### src/rtl/clk_div_pkg.sv
// Shared constants and helpers for the multi-channel clock divider.
package clk_div_pkg;

  // Width of the channel-select fields on the write and readback ports.
  localparam int unsigned CH_SEL_W = 3;
  // Largest channel count addressable through CH_SEL_W.
  localparam int unsigned MAX_CH   = 8;

  // Default counter/divisor width; holds divisors up to 131071.
  localparam int unsigned DEF_CNT_W = 17;

  // Reference system clock and the legacy 500 Hz output rate.
  localparam int unsigned SYS_CLK_HZ  = 100_000_000;
  localparam int unsigned DEF_OUT_HZ  = 500;

  // Divisor (half-period in input cycles) for a 50% duty output at f_out_hz.
  function automatic int unsigned calc_div(input int unsigned f_in_hz,
                                           input int unsigned f_out_hz);
    if (f_out_hz == 0) begin
      return 0;
    end
    return f_in_hz / (2 * f_out_hz);
  endfunction

  // 100 MHz / (2 * 500 Hz) = 100000.
  localparam int unsigned DEF_DIV_VAL = calc_div(SYS_CLK_HZ, DEF_OUT_HZ);

endpackage

### src/rtl/clk_div_chan.sv
// One divider channel: counter, shadow/active divisor, divided clock and rising-edge tick.
module clk_div_chan #(
  parameter int unsigned CNT_W   = 17,
  parameter int unsigned DEF_DIV = 100000
) (
  input  logic             clk_i,
  input  logic             rst_ni,
  input  logic             en_i,
  input  logic             sync_clr_i,
  input  logic             wr_en_i,
  input  logic [CNT_W-1:0] wr_div_i,
  output logic [CNT_W-1:0] shadow_div_o,
  output logic             clk_o,
  output logic             tick_o
);

  localparam logic [CNT_W-1:0] ResetDiv = CNT_W'(DEF_DIV);

  logic [CNT_W-1:0] cnt_q, cnt_d;
  logic [CNT_W-1:0] shadow_q, shadow_d;
  logic [CNT_W-1:0] active_q, active_d;
  logic             clk_q, clk_d;
  logic             tick_q, tick_d;
  logic             halted;
  logic             terminal;

  assign halted   = (active_q == '0);
  assign terminal = (cnt_q == active_q - CNT_W'(1));

  // Next-state: sync_clr beats a restart write to a halted channel, which beats counting.
  always_comb begin
    cnt_d    = cnt_q;
    active_d = active_q;
    clk_d    = clk_q;
    // The shadow register takes every write, whatever else happens this cycle.
    shadow_d = wr_en_i ? wr_div_i : shadow_q;

    if (sync_clr_i) begin
      cnt_d = '0;
      clk_d = 1'b0;
    end else if (wr_en_i && halted && (wr_div_i != '0)) begin
      // Restart: new divisor is live at once, first toggle after wr_div enabled cycles.
      active_d = wr_div_i;
      cnt_d    = '0;
      clk_d    = 1'b0;
    end else if (!en_i) begin
      // Frozen: counter and level hold.
    end else if (halted) begin
      cnt_d    = '0;
      clk_d    = 1'b0;
      // A nonzero shadow that arrived during sync_clr would otherwise never be picked up.
      active_d = shadow_d;
    end else if (terminal) begin
      cnt_d    = '0;
      // shadow_d already carries a same-cycle write, so a colliding write wins.
      active_d = shadow_d;
      // Switching to divisor 0 parks the output low instead of toggling.
      clk_d    = (shadow_d == '0) ? 1'b0 : ~clk_q;
    end else begin
      cnt_d = cnt_q + CNT_W'(1);
    end

    tick_d = clk_d & ~clk_q;
  end

  // State registers with asynchronous active-low reset.
  always_ff @(posedge clk_i or negedge rst_ni) begin
    if (!rst_ni) begin
      cnt_q    <= '0;
      shadow_q <= ResetDiv;
      active_q <= ResetDiv;
      clk_q    <= 1'b0;
      tick_q   <= 1'b0;
    end else begin
      cnt_q    <= cnt_d;
      shadow_q <= shadow_d;
      active_q <= active_d;
      clk_q    <= clk_d;
      tick_q   <= tick_d;
    end
  end

  assign shadow_div_o = shadow_q;
  assign clk_o        = clk_q;
  assign tick_o       = tick_q;

endmodule

### src/rtl/clk_div_multi.sv
// Multi-channel programmable clock divider: write decode, readback mux and channel array.
module clk_div_multi
  import clk_div_pkg::*;
#(
  parameter int unsigned N_CH    = 2,
  parameter int unsigned CNT_W   = DEF_CNT_W,
  parameter int unsigned DEF_DIV = DEF_DIV_VAL
) (
  input  logic                clk_in,
  input  logic                reset,
  input  logic                en,
  input  logic                sync_clr,
  input  logic                wr_en,
  input  logic [CH_SEL_W-1:0] wr_ch,
  input  logic [CNT_W-1:0]    wr_div,
  input  logic [CH_SEL_W-1:0] rd_ch,
  output logic [CNT_W-1:0]    rd_div,
  output logic [N_CH-1:0]     clk_out,
  output logic [N_CH-1:0]     tick
);

  // Elaboration-time parameter sanity checks.
  if ((N_CH < 1) || (N_CH > MAX_CH)) begin : g_bad_n_ch
    $error("clk_div_multi: N_CH must be in 1..%0d", MAX_CH);
  end
  if ((CNT_W < 32) && (DEF_DIV >= (32'd1 << CNT_W))) begin : g_bad_def_div
    $error("clk_div_multi: DEF_DIV does not fit in CNT_W bits");
  end

  logic [N_CH-1:0]  wr_sel;
  logic [CNT_W-1:0] shadow_div [N_CH];

  // One-hot write select; channel numbers at or above N_CH match nothing.
  always_comb begin
    wr_sel = '0;
    for (int i = 0; i < N_CH; i++) begin
      wr_sel[i] = wr_en && (wr_ch == CH_SEL_W'(i));
    end
  end

  // Readback of the shadow divisor; unmatched channel numbers read 0.
  always_comb begin
    rd_div = '0;
    for (int i = 0; i < N_CH; i++) begin
      if (rd_ch == CH_SEL_W'(i)) begin
        rd_div = shadow_div[i];
      end
    end
  end

  for (genvar g = 0; g < N_CH; g++) begin : g_chan
    clk_div_chan #(
      .CNT_W  (CNT_W),
      .DEF_DIV(DEF_DIV)
    ) u_chan (
      .clk_i       (clk_in),
      .rst_ni      (reset),
      .en_i        (en),
      .sync_clr_i  (sync_clr),
      .wr_en_i     (wr_sel[g]),
      .wr_div_i    (wr_div),
      .shadow_div_o(shadow_div[g]),
      .clk_o       (clk_out[g]),
      .tick_o      (tick[g])
    );
  end

endmodule
### config.mk
export PLATFORM = sky130hd
export DESIGN_NAME = clk_div_multi
export DESIGN_NICKNAME = d
export VERILOG_FILES = /design/src/rtl/clk_div_pkg.sv /design/src/rtl/clk_div_chan.sv /design/src/rtl/clk_div_multi.sv
export SDC_FILE = /design/constraint.sdc
export NUM_CORES = 1
export LEC_CHECK = 0
export CELL_PAD_IN_SITES_DETAIL_PLACEMENT = 0
export CELL_PAD_IN_SITES_GLOBAL_PLACEMENT = 1
export CORE_UTILIZATION = 39
export DETAILED_ROUTE_END_ITERATION = 8
export PLACE_DENSITY_LB_ADDON = 0.1
export SLEW_MARGIN = 25
export SYNTH_ARGS = -nofsm -noshare
export SYNTH_HDL_FRONTEND = slang
export SYNTH_HIERARCHICAL = 1
export SYNTH_SLANG_ARGS = --single-unit
### constraint.sdc
create_clock -name clk_in -period 3.9 [get_ports clk_in]
set_clock_uncertainty 0.15 [all_clocks]
set_input_delay 0.975 -clock clk_in [delete_from_list [all_inputs] [get_ports clk_in]]
set_output_delay 0.975 -clock clk_in [all_outputs]
set_load 0.01 [all_outputs]
==> impl_metrics.yaml, run 1 <==
outcome:
  status: "finished, final reports clean"
critical_path:
  reg2reg_depth: 11
  crit_fanout: 17
  r2r-start: "g_chan[1].u_chan/active_q[0]$_DFFE_PN0P_"
  ff2ff_setup_slack_ns: 0.37
  crit_end: "rd_div[13]"
  crit_required_ns: 2.77
  cp.arrival_ns: 2.63
  crit_path_start_kind: "primary input"
  worstSetupStartpoint: "rd_ch[1]"
  cp-end-kind: "primary output"
  crit_type: "primary input to primary output"
  r2r_end: "g_chan[1].u_chan/cnt_q[9]$_DFFE_PN0P_"
clocking:
  hold_buffers: 0
  cts-root-buf: "clkbuf_16"
  clk_pin_slew_ns: 0.07
  cts_max_path_buffers: 2
  cts_tree: "yes"
  cts_setup_buffers: 0
  cts_resized: 0
  cts.sinks: 106
  clk_latency_ns: 0.36
  htreeDepth: 3
  cts_made_buffers: 9
placement:
  io_buffers: 48
  placed_cell_area_um2: 7760
  hpwl_um: 14700
  dp_cells: 961
  gp_congestion: 0.892
global_routing:
  antenna_found_initial: 0
  grt_pass1_wl_um: 31000
  grt_start_max_net_pins: 84
  grt_overflow_total: 0
  grt_usage_pct: 22.4
  grt_pass1_vias: 5467
synthesis:
  postSynthAreaPerCell_um2: 10.0
  synth.area.top_cells: "dfrtp_1 (30%), mux2_2 (9.7%), dfstp_2 (9.2%)"
  syn_inst: 688
  synth_top_area_share_pct: 29.8
  netlist_area_um2: 6880
  yosysMostFrequentCell: "dfrtp_1"
  yosysSeqAreaShare_pct: 39.0
  synth_edf_count: 0
  yosysTopAreaCell: "dfrtp_1"
  async_flop_share_pct: 100
  yosys-top-cells-count: "dfrtp_1 (82), mux2_2 (59), nor2_1 (57), nand2_1 (48), nand3_1 (30)"
  yosys_warnings: 6
  synth.distinct_cells: 89
  syn_nets: 720
  synth_ff_type: "dfrtp_1"
  ys_ff_latch: 106
drt:
  drt-total-wl_um: 19500
  vias: 5679
  post_drt_via_cell_ratio: 5.81
  antenna_left: 0
  top_layer: "met4"
  dr_wl_met2_um: 8490
  drt_iter0_markers: 403
  drc_errors: 0
  wl_met1_um: 9850
  wire_per_inst_um: 20.0
  firstDrtPassIters: 5
  met3_wirelength_um: 917
sta:
  fin_crit_sh_pct: 96.2
  finalHoldViolCount: 0
  maxSlewViolCount: 0
  rsz0062_at_grt: "false"
  setup_viol: 0
  relSlewSlack_pct: 43.8
  worst-slew-pin-transition_ns: 0.833
  fmax_mhz: 267
  period_minus_slack_ns: 3.75
floorplan:
  core_area_um2: 17200
  ios: 49
  die_area_um2: 18200
  placementRows: 48
  die_h_um: 135
  die_w_um: 135
  start_util_pct: 39.9
cells_and_area:
  drive_gt1_share_pct: 24.7
  stdcell_area_um2: 8100
  syn2layout_area_growth_pct: 17.8
  fill_cells: 1590
  fin_cells: 978
  nets: 780
  antenna_cells: 0
  utilization_pct: 47.0
pwr:
  ir_drop_v: 0.000284
  p_leak_nw: 3.28
  powerDensity_nw_per_um2: 533
hold_path:
  hp-class: "flip-flop to flip-flop"
run:
  cap_violations: 0
## state kept, by name, indices dropped and copies added (netlist names)
signal / flops
g_chan.u_chan/shadow_div_o: 34
g_chan.u_chan/cnt_q: 34
g_chan.u_chan/active_q: 34
g_chan.u_chan/tick_o: 2
g_chan.u_chan/clk_o: 2
## where the power goes
| group | internal, W | leakage (nW) | switching, W |
|---|---|---|---|
| Combinational | 0.000803 | 1.79 | 0.000911 |
| Clock | 0.000570 | 0.161 | 0.000431 |
| Sequential | 0.00135 | 1.33 | 0.000256 |
| Total | 0.00272 | 3.28 | 0.00160 |
## cell families after synthesis
logic type / synth area share [%]
DFF: 39.0
and+or+nand+nor: 22.3
muxes: 14.2
buffers and inverters: 4.08
xor gates and xnor gates: 5.11
adders and majority gates: 0.728
AOI/OAI and AO/OA: 14.6
## how the worst min path moves through the flow
stage / cells past startpoint / startpoint / endpoint / slack [ns]
floorplan: 2 / g_chan[0].u_chan/active_q[15]$_DFFE_PN1P_ / g_chan[0].u_chan/active_q[15]$_DFFE_PN1P_ / 0.32
global placement: 2 / g_chan[0].u_chan/active_q[15]$_DFFE_PN1P_ / g_chan[0].u_chan/active_q[15]$_DFFE_PN1P_ / 0.37
finish: 2 / g_chan[0].u_chan/active_q[15]$_DFFE_PN1P_ / g_chan[0].u_chan/active_q[15]$_DFFE_PN1P_ / 0.37
global route: 2 / g_chan[0].u_chan/active_q[15]$_DFFE_PN1P_ / g_chan[0].u_chan/active_q[15]$_DFFE_PN1P_ / 0.41
detailed placement: 2 / g_chan[0].u_chan/active_q[15]$_DFFE_PN1P_ / g_chan[0].u_chan/active_q[15]$_DFFE_PN1P_ / 0.36
CTS: 2 / g_chan[0].u_chan/active_q[15]$_DFFE_PN1P_ / g_chan[0].u_chan/active_q[15]$_DFFE_PN1P_ / 0.38
## placed cells by master, fill, tap and decap left out, drive strengths merged, types with 5 or more instances in the layout
cell | netlist | final
o21ai | 19 | 19
buf | 14 | 39
mux2 | 67 | 67
nor4b | 5 | 5
nor4 | 27 | 27
dfrtp | 82 | 82
or4 | 8 | 8
clkbuf | 23 | 9
nand2b | 9 | 9
a211oi | 9 | 9
and3 | 7 | 7
xnor2 | 22 | 22
a21oi | 13 | 13
nand3 | 31 | 31
dfstp | 24 | 24
a31oi | 9 | 9
mux2i | 19 | 19
nor2 | 58 | 58
xor2 | 16 | 16
or3 | 11 | 11
inv | 16 | 19
nor3 | 19 | 19
and2 | 7 | 7
nand2 | 50 | 50
o211ai | 23 | 23
nand4 | 10 | 10
and4 | 6 | 6
clkdlybuf4s50 | 0 | 47
a221o | 12 | 12
or2 | 5 | 5
## metrics by stage
stage	hold WS, ns	setup slack [ns]	power (W)	setup TNS [ns]
after global routing	0.410	0.0844	0.00460	0
after detailed placement	0.365	-0.00393	0.00332	-0.0135
after global placement	0.368	-0.0475	0.00329	-0.526
after CTS	0.378	0.0867	0.00434	0
final	0.374	0.149	0.00432	0
after floorplan	0.323	0.429	0.00276	0
## critical path: stages
cell and delay, ns:
clkdlybuf4s50_1 0.39, or2_1 0.44, nor2_1 0.25, clkdlybuf4s50_1 0.57
## cell type report
cell class,count,area (um2),share of cell area (%)
inverter,16,60.1,0.741
clock inverter,7,100,1.24
tap,225,282,3.47
timing repair buffer,86,808,9.98
clock buffer,9,225,2.78
multi-input combinational,529,3950,48.7
sequential,106,2680,33.1
## metal layers
| layer | GRT usage (%) | vias to the layer above |
|---|---|---|
| met3 | 2.89 | 18 |
| met4 | 6.30 | 0 |
| met1 | 33.5 | 2800 |
| met2 | 33.7 | 146 |
| li1 | - | 2715 |
| met5 | 0 | - |
Note: power is estimated with default switching activity, not from simulation.
==> run 2, diff against run 1 <==
- CORE_MARGIN: not set -> 2
==> run 2 against run 1 <==
Compared with the run above:
- clock power shrank 7%
- final cell count grew 0.10%
- register-to-register slack lost 0.04 ns
- worst setup slack gained 0.047 ns
- power shrank 1.4%
- design area is essentially flat
- via count grew 1.2%
- utilization shrank 0.15 points
- flip-flop and latch count is the same
- sequential share of layout area is essentially flat
- non-clock buffer count grew 1
- critical endpoint is now rd_div[12]
- largest cell class unchanged
==> impl_metrics.yaml, run 2 (synthesis results as in run 1) <==
run:
  cap_violations: 0
hold_path:
  hp-start: "g_chan[0].u_chan/active_q[15]$_DFFE_PN1P_"
  holdPathEnd: "g_chan[0].u_chan/active_q[15]$_DFFE_PN1P_"
  min_path_cells: 2
  hp-class: "flip-flop to flip-flop"
cells_and_area:
  stdcell_area_um2: 8110
  most-common-layout-cells: "dfrtp_1 (82), mux2_2 (59), nor2_1 (57)"
  drive_gt1_share_pct: 24.8
  antenna_cells: 0
  syn2layout_area_growth_pct: 17.9
  layout_commonest_cell: "dfrtp_1"
  fin_cells: 979
  nets: 781
pwr:
  power_switching_w: 0.00161
  power.share.sequential_pct: 37.6
  powerDensity_nw_per_um2: 525
  p_comb_share_pct: 40.6
  swShare_pct: 37.7
  p_leak_nw: 3.28
  p_clk_share_pct: 21.8
  ir_drop_v: 0.000303
  power.internal_w: 0.00265
drt:
  wire_per_inst_um: 20.0
  vias: 5745
  drt_iter0_markers: 373
  drt-total-wl_um: 19600
  antenna_left: 0
  drc_errors: 0
  firstDrtPassIters: 4
  post_drt_via_cell_ratio: 5.87
sta:
  finalHoldViolCount: 0
  worst-slew-pin-transition_ns: 0.790
  setup_viol: 0
  maxSlewViolCount: 0
  period_minus_slack_ns: 3.70
  relSlewSlack_pct: 47.3
  fmax_mhz: 270
  rsz0062_at_grt: "false"
  fin_crit_sh_pct: 95.0
  setup-tns-final_ns: 0
clocking:
  htreeDepth: 3
  clk_latency_ns: 0.35
  clk_pin_slew_ns: 0.07
  cts_max_path_buffers: 2
  cts_tree: "yes"
  cts_made_buffers: 9
  hold_buffers: 0
  cts_setup_buffers: 0
  cts.sinks: 106
  cts_resized: 0
  cts-root-buf: "clkbuf_16"
critical_path:
  path_buf_inv: 3
  crit_top_cell: "clkdlybuf4s50_1"
  crit_path_start_kind: "primary input"
  r2r_end: "g_chan[1].u_chan/cnt_q[5]$_DFFE_PN0P_"
  cp-end-kind: "primary output"
  slowest_delay_ns: 0.51
  crit_type: "primary input to primary output"
  crit_fanout: 17
  critical-path-slowest-cell: "clkdlybuf4s50_1"
  crit_required_ns: 2.77
  reg2reg_depth: 11
  r2r-start: "g_chan[1].u_chan/active_q[0]$_DFFE_PN0P_"
  cp.arrival_ns: 2.58
  crit_chain: "clkdlybuf4s50_1 -> buf_12 -> mux2i_1 -> nor2_1 -> clkdlybuf4s50_1"
  ff2ff_setup_slack_ns: 0.33
  cpLargestDelayFamily: "buffers and inverters"
floorplan:
  die_h_um: 137
  start_util_pct: 39.8
  die_area_um2: 18700
  die_w_um: 137
  core_area_um2: 17300
  ios: 49
  placementRows: 48
placement:
  gp_congestion: 0.934
  dp_cells: 962
  io_buffers: 48
  placed_cell_area_um2: 7780
  hpwl_um: 15000
global_routing:
  grt_usage_pct: 21.8
  grt_pass1_vias: 5566
  antenna_found_initial: 0
  grt_overflow_total: 0
  grt_start_max_net_pins: 61
  grt_pass1_wl_um: 31300
outcome:
  status: "finished, final reports clean"
==> run 2: cell types whose count changed in the layout (fill, tap and decap cells not counted) <==
cell | before | now
buf_6 | 2 | 0
buf_12 | 3 | 5
buf_4 | 34 | 35
inv_6 | 3 | 1
bufinv_16 | 2 | 1
clkinv_4 | 1 | 3
clkinvlp_4 | 0 | 1
==> run 2: worst max path at each step <==
stage,start,end,slack [ns],cells past startpoint
detailed placement,wr_div[6],g_chan[1].u_chan/active_q[0]$_DFFE_PN0P_,0.07,9
floorplan,g_chan[0].u_chan/active_q[2]$_DFFE_PN0P_,g_chan[0].u_chan/active_q[0]$_DFFE_PN0P_,0.43,9
finish,rd_ch[0],rd_div[12],0.20,5
global route,rd_ch[1],rd_div[13],0.1,4
CTS,g_chan[0].u_chan/active_q[2]$_DFFE_PN0P_,g_chan[0].u_chan/active_q[8]$_DFFE_PN0P_,0.09,7
global placement,wr_div[6],g_chan[1].u_chan/active_q[4]$_DFFE_PN0P_,0.04,9
==> run 2: worst reg2reg max path: stages, from the launching register on <==
cell	delay [ns]
dfrtp_1	0.48
inv_1	0.10
ha_1	0.33
and2b_1	0.34
nand2_4	0.11
or4_4	0.51
xnor2_4	0.22
nand4_2	0.14
nor4b_4	0.46
buf_4	0.24
nor4_1	0.06
a221o_2	0.31
==> run 2: final cells by class <==
cell class	instances	area, um2
clock buffers	9	225
clock inverters	7	77.6
fillers	1637	9190
inverters	16	60.1
multi-input cells	529	3950
flip-flops and latches	106	2680
well taps	225	282
repair buffers	87	833
==> run 2: metal layers <==
| layer | GRT usage (%) | share of wire, % |
|---|---|---|
| met1 | 33.6 | 51 |
| met2 | 31.4 | 42 |
| met3 | 2.70 | 3.9 |
| met4 | 7.22 | 2.2 |
| met5 | 0 | 0 |
==> run 2: power groups by stage <==
| stage | combinational, W | sequential, W | clock, W |
|---|---|---|---|
| 2_1_floorplan | 0.00124 | 0.00153 | 0 |
| 3_3_place_gp | 0.00169 | 0.00161 | 0 |
| 3_5_place_dp | 0.00171 | 0.00161 | 0 |
| 4_1_cts | 0.00172 | 0.00160 | 0.000955 |
| 5_1_grt | 0.00188 | 0.00163 | 0.00100 |
| 6_report | 0.00173 | 0.00160 | 0.000929 |
==> run 2: per-stage QoR <==
step,utilization [%],hold slack (ns),total power (W),setup slack [ns]
2_1_floorplan,-,0.323,0.00276,0.429
3_3_place_gp,45.0,0.367,0.00330,0.0425
3_5_place_dp,45.0,0.357,0.00333,0.0668
4_1_cts,46.7,0.367,0.00427,0.0906
5_1_grt,46.9,0.389,0.00452,0.0993
6_report,46.9,0.364,0.00426,0.196
==> run 3, diff against run 2 <==
- CORE_UTILIZATION: 39 -> 26
==> run 3 against run 2 <==
Compared with the run above:
- wire length increased by 13%
- via count decreased by 1.7%
- die area rose by 48%
- power is 1.3% higher
- design area is 1.6% higher
- critical endpoint is now rd_div[3]
- worst setup slack gained 0.0080 ns
- largest power group unchanged
- sequential power hardly changed
- largest cell class unchanged
- first-iteration DRC count is 19% higher
- sequential share of layout area decreased by 0.51 points
==> impl_metrics.yaml, run 3 (synthesis results as in run 1) <==
critical_path:
  path_buf_inv: 2
  ff2ff_setup_slack_ns: 0.43
  cp.depth: 4
  cp.arrival_ns: 2.57
  worstSetupStartpoint: "rd_ch[1]"
  cp-end-kind: "primary output"
  slowest_delay_ns: 0.56
  critical-path-slowest-cell: "clkdlybuf4s50_1"
  crit_chain: "clkdlybuf4s50_1 -> or2_1 -> nor2_1 -> clkdlybuf4s50_1"
  cpLargestDelayFamily: "buffers and inverters"
  crit_type: "primary input to primary output"
  r2r-start: "g_chan[1].u_chan/active_q[1]$_DFFE_PN0P_"
  crit_required_ns: 2.77
  crit_top_cell: "clkdlybuf4s50_1"
  crit_fanout: 17
  reg2reg_depth: 11
  crit_path_start_kind: "primary input"
run:
  cap_violations: 0
drt:
  drt_iter0_markers: 445
  vias: 5647
  antenna_left: 0
  post_drt_via_cell_ratio: 5.19
  firstDrtPassIters: 5
  wire_per_inst_um: 20.3
  drc_errors: 0
  drt-total-wl_um: 22100
cells_and_area:
  antenna_cells: 0
  drive_gt1_share_pct: 24.6
  nets: 780
  fin_cells: 1088
  syn2layout_area_growth_pct: 19.7
  fill_cells: 2682
  most-common-layout-cells: "dfrtp_1 (82), mux2_2 (59), nor2_1 (57)"
  layout_commonest_cell: "dfrtp_1"
floorplan:
  die_w_um: 167
  start_util_pct: 26.5
  core_area_um2: 26000
  die_area_um2: 27800
  die_h_um: 167
  placementRows: 59
  ios: 49
hold_path:
  hp-class: "flip-flop to flip-flop"
  min_path_cells: 2
  hp-start: "g_chan[0].u_chan/active_q[15]$_DFFE_PN1P_"
clocking:
  clk_pin_slew_ns: 0.08
  cts-root-buf: "clkbuf_16"
  cts.sinks: 106
  cts_max_path_buffers: 2
  clk_latency_ns: 0.36
  cts_made_buffers: 9
  htreeDepth: 3
  cts_tree: "yes"
placement:
  io_buffers: 48
  gp_congestion: 0.794
  dp_cells: 1071
  hpwl_um: 17100
  place_ws_ns: -0.113
outcome:
  status: "finished, final reports clean"
global_routing:
  grt_usage_pct: 16.3
  antenna_found_initial: 0
  grt_pass1_wl_um: 35100
  grt_pass1_vias: 5736
  grt_start_max_net_pins: 63
  grt_overflow_total: 0
sta:
  relSlewSlack_pct: 44.9
  worst-slew-pin-transition_ns: 0.820
  setup_slack_ns: 0.204
  setup-tns-final_ns: 0
  fmax_mhz: 271
  maxSlewViolCount: 0
  holdWs_ns: 0.380
  fin_crit_sh_pct: 94.8
  period_minus_slack_ns: 3.70
  finalHoldViolCount: 0
  rsz0062_at_grt: "false"
  setup_viol: 0
pwr:
  p_comb_share_pct: 41.5
  p_total_w: 0.00431
  power.internal_w: 0.00263
  ir_drop_v: 0.000198
  swShare_pct: 39.2
  power.share.sequential_pct: 36.9
  p_clk_share_pct: 21.6
  p_leak_nw: 3.27
  powerDensity_nw_per_um2: 524
  power_switching_w: 0.00169
==> run 3: through the flow <==
step           util (%)  instance area, um2
5_1_grt            31.7                8230
6_report           31.7                8230
4_1_cts            31.6                8210
3_5_place_dp       30.5                7930
3_3_place_gp       30.5                7930
2_1_floorplan         -                6880
==> run 3: worst paths after layout <==
kind | to
max | rd_div[3]
min | g_chan[0].u_chan/active_q[15]$_DFFE_PN1P_
max reg2reg | g_chan[1].u_chan/cnt_q[9]$_DFFE_PN0P_
min reg2reg | g_chan[0].u_chan/active_q[15]$_DFFE_PN1P_
max in group asynchronous | g_chan[0].u_chan/active_q[9]$_DFFE_PN1P_
min in group asynchronous | g_chan[1].u_chan/cnt_q[5]$_DFFE_PN0P_
==> run 3: what timing repair did <==
action / in CTS / in global routing
buffers inserted: 0 / 1
hold buffers: 0 / 0
gates resized for setup: 0 / 0
setup endpoints to repair: 0 / 6
==> run 3: worst reg2reg max path, delay by kind of cell (launching register included) <==
family          cells  cell delay, ns
compound gates      1            0.40
xor+xnor            1            0.22
fa+ha+maj           1            0.32
buf+inv             2            0.29
flops               1            0.46
simple gates        6            1.52
==> run 3: cell type report <==
type                    instances  area (um2)  area share (%)
clock buffers                  10         229            2.78
clock inverters                 6        57.6           0.699
inverters                      16        60.1           0.730
multi-input cells             529        3950            47.9
flip-flops and latches        106        2680            32.6
well taps                     335         419            5.09
repair buffers                 86         838            10.2
==> run 3: layer usage <==
layer  global-route usage (%)  wire, um
met5                        0         0
met4                     4.01       245
met3                     2.14       927
met2                     25.4      9880
met1                     23.8     11000
==> run 3: power groups by stage <==
stage / registers [W] / logic (W) / clock network, W
after global routing: 0.00163 / 0.00197 / 0.00102
after detailed placement: 0.00161 / 0.00179 / 0
after global placement: 0.00161 / 0.00178 / 0
after CTS: 0.00160 / 0.00180 / 0.000969
after floorplan: 0.00153 / 0.00124 / 0
final: 0.00159 / 0.00179 / 0.000932
